<file path="config.mk">
export PLATFORM = sky130hd
export DESIGN_NAME = fetch_decode_queue_flat
export DESIGN_NICKNAME = d
export VERILOG_FILES = /design/src/rtl/fetch_decode_queue_if.sv /design/src/rtl/fetch_decode_queue.sv /design/src/flat_wrapper.sv
export SDC_FILE = /design/constraint.sdc
export NUM_CORES = 1
export LEC_CHECK = 0
export ABC_AREA = 1
export CAP_MARGIN = 15
export CORE_ASPECT_RATIO = 1.1
export CORE_UTILIZATION = 49
export CTS_BUF_LIST = sky130_fd_sc_hd__clkbuf_4 sky130_fd_sc_hd__clkbuf_8
export CTS_CLUSTER_SIZE = 16
export DETAILED_ROUTE_END_ITERATION = 8
export GPL_TIMING_DRIVEN = 0
export HOLD_SLACK_MARGIN = 0.15
export MAX_ROUTING_LAYER = met4
export PLACE_DENSITY = 0.89
export SYNTH_ARGS = -nofsm -noshare
export SYNTH_HDL_FRONTEND = slang
export SYNTH_SLANG_ARGS = --single-unit
</file>
<file path="constraint.sdc">
create_clock -name clk -period 5.6 [get_ports clk]
set_clock_uncertainty 0.1 [all_clocks]
set_input_delay 0.56 -clock clk [delete_from_list [all_inputs] [get_ports clk]]
set_output_delay 0.56 -clock clk [all_outputs]
set_load 0.05 [all_outputs]
</file>
<file path="src/rtl/fetch_decode_queue_if.sv">
// Fetch/decode handshake bundle for the fetch-to-decode instruction queue.
// master = the environment (fetch unit and decode control); slave = the queue.
interface fetch_decode_queue_if #(
  parameter int XLEN  = 32,
  parameter int DEPTH = 2
);
  localparam int CW = $clog2(DEPTH + 1);

  // fetch side
  logic [XLEN-1:0] PC_f;
  logic [XLEN-1:0] inst_f;
  logic            valid_f;
  logic            ready_f;
  // decode side
  logic            stall;
  logic            kill_dx;
  logic [XLEN-1:0] PC_d;
  logic [XLEN-1:0] inst_d;
  logic            valid_d;
  logic [4:0]      addr_rs1;
  logic [4:0]      addr_rs2;
  logic [CW-1:0]   count;

  modport master (
    output PC_f, inst_f, valid_f, stall, kill_dx,
    input  ready_f, PC_d, inst_d, valid_d, addr_rs1, addr_rs2, count
  );

  modport slave (
    input  PC_f, inst_f, valid_f, stall, kill_dx,
    output ready_f, PC_d, inst_d, valid_d, addr_rs1, addr_rs2, count
  );
endinterface

</file>
<file path="src/rtl/fetch_decode_queue.sv">
// DEPTH-entry FIFO of {PC, instruction} between fetch and decode.
// Fetch pushes with valid/ready; decode sees the oldest entry or a NOP bubble,
// and controls consumption with stall and flushing with kill_dx.
module fetch_decode_queue #(
  parameter int              XLEN     = 32,
  parameter int              DEPTH    = 2,
  parameter logic [XLEN-1:0] NOP_INST = 32'h00000013
) (
  input  logic                 clk,
  input  logic                 reset,
  fetch_decode_queue_if.slave  q
);
  localparam int PW = $clog2(DEPTH);
  localparam int CW = $clog2(DEPTH + 1);

  logic [PW-1:0]              wr_ptr_q, wr_ptr_d;
  logic [PW-1:0]              rd_ptr_q, rd_ptr_d;
  logic [CW-1:0]              count_q, count_d;
  logic [DEPTH-1:0][XLEN-1:0] pc_mem_q, pc_mem_d;
  logic [DEPTH-1:0][XLEN-1:0] inst_mem_q, inst_mem_d;

  logic            empty, ready, push, pop;
  logic [XLEN-1:0] head_pc, head_inst;

  // Handshake qualifiers; ready depends only on registered count so stall/kill
  // never reach ready_f combinationally.
  always_comb begin
    empty = (count_q == '0);
    ready = (count_q != CW'(DEPTH));
    push  = q.valid_f & ready & ~q.kill_dx;
    pop   = ~empty & ~q.stall & ~q.kill_dx;
  end

  // Pointer and occupancy next state; kill flushes everything, incoming word included.
  always_comb begin
    wr_ptr_d = wr_ptr_q;
    rd_ptr_d = rd_ptr_q;
    count_d  = count_q;
    if (q.kill_dx) begin
      wr_ptr_d = '0;
      rd_ptr_d = '0;
      count_d  = '0;
    end else begin
      if (push) wr_ptr_d = wr_ptr_q + PW'(1);
      if (pop)  rd_ptr_d = rd_ptr_q + PW'(1);
      case ({push, pop})
        2'b10:   count_d = count_q + CW'(1);
        2'b01:   count_d = count_q - CW'(1);
        default: count_d = count_q;
      endcase
    end
  end

  // Storage write: only the slot at the write pointer changes, and only on a push.
  always_comb begin
    pc_mem_d   = pc_mem_q;
    inst_mem_d = inst_mem_q;
    if (push) begin
      pc_mem_d[wr_ptr_q]   = q.PC_f;
      inst_mem_d[wr_ptr_q] = q.inst_f;
    end
  end

  // Control state register; reset wins over kill, push and pop.
  always_ff @(posedge clk) begin
    if (reset) begin
      wr_ptr_q <= '0;
      rd_ptr_q <= '0;
      count_q  <= '0;
    end else begin
      wr_ptr_q <= wr_ptr_d;
      rd_ptr_q <= rd_ptr_d;
      count_q  <= count_d;
    end
  end

  // Storage register; contents are meaningless outside the occupied window so no reset.
  always_ff @(posedge clk) begin
    pc_mem_q   <= pc_mem_d;
    inst_mem_q <= inst_mem_d;
  end

  // Head read straight from storage; an empty queue presents a NOP bubble at PC 0.
  always_comb begin
    head_pc   = '0;
    head_inst = NOP_INST;
    if (!empty) begin
      head_pc   = pc_mem_q[rd_ptr_q];
      head_inst = inst_mem_q[rd_ptr_q];
    end
  end

  assign q.ready_f  = ready;
  assign q.PC_d     = head_pc;
  assign q.inst_d   = head_inst;
  assign q.valid_d  = ~empty;
  assign q.addr_rs1 = head_inst[19:15];
  assign q.addr_rs2 = head_inst[24:20];
  assign q.count    = count_q;
endmodule

</file>
<file path="src/flat_wrapper.sv">
// flat-port wrapper written by rule: the top's interface ports become plain ports
module fetch_decode_queue_flat 
#(
  parameter int              XLEN     = 32,
  parameter int              DEPTH    = 2,
  parameter logic [XLEN-1:0] NOP_INST = 32'h00000013
)
  (clk, reset, q_PC_f, q_inst_f, q_valid_f, q_stall, q_kill_dx, q_ready_f, q_PC_d, q_inst_d, q_valid_d, q_addr_rs1, q_addr_rs2, q_count);
  fetch_decode_queue_if #(.XLEN(XLEN), .DEPTH(DEPTH)) q_i ();
  input  logic clk;
  input  logic reset;
  input wire logic [$bits(q_i.PC_f)-1:0] q_PC_f;
  input wire logic [$bits(q_i.inst_f)-1:0] q_inst_f;
  input wire logic [$bits(q_i.valid_f)-1:0] q_valid_f;
  input wire logic [$bits(q_i.stall)-1:0] q_stall;
  input wire logic [$bits(q_i.kill_dx)-1:0] q_kill_dx;
  output wire logic [$bits(q_i.ready_f)-1:0] q_ready_f;
  output wire logic [$bits(q_i.PC_d)-1:0] q_PC_d;
  output wire logic [$bits(q_i.inst_d)-1:0] q_inst_d;
  output wire logic [$bits(q_i.valid_d)-1:0] q_valid_d;
  output wire logic [$bits(q_i.addr_rs1)-1:0] q_addr_rs1;
  output wire logic [$bits(q_i.addr_rs2)-1:0] q_addr_rs2;
  output wire logic [$bits(q_i.count)-1:0] q_count;
  assign q_i.PC_f = q_PC_f;
  assign q_i.inst_f = q_inst_f;
  assign q_i.valid_f = q_valid_f;
  assign q_i.stall = q_stall;
  assign q_i.kill_dx = q_kill_dx;
  assign q_ready_f = q_i.ready_f;
  assign q_PC_d = q_i.PC_d;
  assign q_inst_d = q_i.inst_d;
  assign q_valid_d = q_i.valid_d;
  assign q_addr_rs1 = q_i.addr_rs1;
  assign q_addr_rs2 = q_i.addr_rs2;
  assign q_count = q_i.count;
  fetch_decode_queue #(.XLEN(XLEN), .DEPTH(DEPTH), .NOP_INST(NOP_INST)) u_core (.clk(clk), .reset(reset), .q(q_i));
endmodule
</file>
==> reports/metrics.csv <==
stage;metric;value;unit
floorplan;die_y;109;um
sta;rsz0062_at_grt;no;
setup_path;max_stage_delay;0.78;ns
sta;fin_tns_setup;0;ns
worst_hold_path;min_path_type;flip-flop to flip-flop;
setup_path;crit_chain;inv_2 > buf_2 > nand2_1 > a21oi_1 > buf_4 > clkdlybuf4s50_1;
setup_path;cp_data_arrival_time;2.42;ns
routing;wl_per_cell;16.3;um
synthesis;syn_area_per_cell;13.1;um^2
routing;ant_nets;0;
setup_path;critPathKind;flip-flop to output pin;
placed_design;hpwl;7.57;mm
grt;antenna_found_initial;1;
grt;grt_pass1_wl;17.1;mm
final_layout;final_common_cell;clkdlybuf4s50_1;
setup_path;cp_max_fo;10;
power;powerDensity;290;nW/um^2
setup_path;critical-path-slowest-cell;clkdlybuf4s50_1;
cts;cts.htree.levels;4;
cts;cts_setup_buffers;0;
floorplan;core;9980;um^2
cts;cts_inserted_buffers;17;
synthesis;synth.yosys.seq_area_share;77.2;%
synthesis;yosysWarnings;0;
sta;layout_min_cycle_time;3.08;ns
synthesis;synthesis.area;5080;um^2
power;peakVddDrop;184;uV
placed_design;io_buffers;146;
grt;grt_use_total;22.0;%
final_layout;layout_common_cells;146 x clkdlybuf4s50_1, 136 x nand2_1, 128 x edfxtp_1;
synthesis;ys_seq_elements;132;
final_layout;drive_gt1_share;11.6;%
final_layout;final_core_util;71.3;%
cts;clockRootBuffer;clkbuf_8;
grt;busiest_layer;met2;
floorplan;io_pins;147;
setup_path;crit_path_start_kind;flip-flop;
routing;num_vias;3558;
power;leakagePower;2.51;nW
routing;vias_per_cell;5.16;
cts;clk_path_buf_depth;2;
synthesis;synthesis.instances;388;
setup_path;worstSetupEndpointType;output pin;
sta;worst_pin_slew;1.01;ns
sta;finalSetupViolCount;0;
sta;hold_viol_final;0;
cts;holdBufCountCts;0;
final_layout;layout.nets;625;
final_layout;n_fill_cell;672;
cts;cts_resized;0;
floorplan;die_w;99.1;um
sta;fmax;324;MHz
floorplan;rows;38;
grt;grt_pass1_vias;3637;
cts;cts.sinks;132;
grt;met1_usage;24.2;%
routing;first_iter_violations;166;
cts;cts_tree;done;
sta;relSlewSlack;32.2;%
worst_hold_path;whs_path_depth;2;
sta;post-route-period-util;55.0;%
final_layout;stdcell_count;689;
sta;hold_ws;0.462;ns
synthesis;synthDistinctLibCells;16;
status;status;completed;
setup_path;required;4.94;ns
routing;drcViolationCount;0;
setup_path;ff2ff_path_depth;5;
grt;grt_util_met3;4.36;%
synthesis;syn-num-nets;458;
floorplan;start_util;50.9;%
grt;grt_start_max_net_pins;37;
routing;dr.pass1.iters;4;
grt;use_met2;38.1;%
cts;path_clk_slew;0.07;ns
run;maxCapViolCount;0;
final_layout;ff_latch_area;3920;um^2
routing;totalWireLength;11.2;mm
sta;maxSlewViolCount;0;
final_layout;multi_input_area;945;um^2
floorplan;die_area;10800;um^2
cts;clkLatencyLatePin;0.41;ns
placed_design;gp_congestion;0.727;
placed_design;dp.cells;656;
final_layout;synthToLayoutAreaGrowth;40.1;%
grt;overflow;0;
==> critical path: cells and delay by family (launching register included) <==
kind	cells	cell delay (ns)
AOI/OAI and AO/OA	1	0.20
buffers and inverters	4	1.37
DFF	1	0.35
and+or+nand+nor	1	0.09
==> metrics by stage <==
stage	worst slack (ns)	power (mW)	area [um^2]
after floorplan	0.902	1.24	5080
after global placement	-0.284	1.34	6700
after detailed placement	2.60	1.34	6740
after CTS	2.48	2.08	7120
after global routing	2.31	2.13	7120
final	2.52	2.07	7120
==> cells by family (layout without fill, tap and decap cells) <==
| group | Yosys count | in the layout | synth area share [%] |
|---|---|---|---|
| AO/OA/AOI/OAI | 63 | 63 | 6.20 |
| XOR/XNOR | 1 | 1 | 0.172 |
| adder cells (fa/ha/maj) | 1 | 1 | 0.246 |
| buffers and inverters | 36 | 216 | 4.40 |
| flip-flops | 132 | 132 | 77.2 |
| other | 0 | 1 | 0 |
| AND/OR/NAND/NOR | 155 | 155 | 11.8 |
==> report_power, final <==
group	internal (mW)	switching, mW
combinational	0.0849	0.117
sequential	1.11	0.00791
clock	0.388	0.356
total	1.59	0.480
==> cell type report <==
| class | count | share of cell area [%] |
|---|---|---|
| antenna | 1 | 0.0351 |
| buffer | 29 | 2.78 |
| clock buffer | 17 | 3.29 |
| clock inverter | 15 | 1.99 |
| inverter | 7 | 0.369 |
| multi-input combinational | 220 | 13.3 |
| sequential | 132 | 55.1 |
| tap | 120 | 2.11 |
| timing repair buffer | 148 | 21.1 |
==> registers in the layout, summed over array words and instances (netlist names) <==
signal	count
u_core.inst_mem_q	64
u_core.pc_mem_q	64
u_core.q.count	2
u_core.rd_ptr_q	1
u_core.wr_ptr_q	1
==> path summary, 6_finish.rpt <==
check / from / to / slack, ns
hold reg to reg: u_core.wr_ptr_q$_SDFFE_PP0N_ / u_core.wr_ptr_q$_SDFFE_PP0N_ / 0.46
setup / recovery: u_core.rd_ptr_q$_SDFFE_PP0P_ / q_inst_d[16] / 2.52
hold / removal: u_core.wr_ptr_q$_SDFFE_PP0N_ / u_core.wr_ptr_q$_SDFFE_PP0N_ / 0.46
setup reg to reg: u_core.q.count[0]$_SDFFE_PP0P_ / u_core.pc_mem_q[17]$_DFFE_PP_ / 3.18
==> cell usage after synthesis <==
cell | number | area share (%)
nor2_1 | 10 | 0.74
a21oi_1 | 63 | 6.2
edfxtp_1 | 128 | 76
nand2_1 | 136 | 10
nand4_1 | 1 | 0.12
inv_2 | 2 | 0.15
buf_6 | 4 | 0.89
nor3_1 | 2 | 0.20
buf_2 | 14 | 1.4
buf_4 | 11 | 1.6
inv_1 | 5 | 0.37
xor2_1 | 1 | 0.17
ha_1 | 1 | 0.25
nor2_4 | 1 | 0.22
dfxtp_1 | 4 | 1.6
nand3_1 | 5 | 0.49
==> routing by layer <==
layer | share of wire (%) | vias up
met5 | 0 | -
met3 | 4.9 | 15
li1 | - | 1687
met4 | 1.8 | 0
met2 | 54 | 136
met1 | 39 | 1720
No activity file was read; power rests on OpenSTA's default activity.
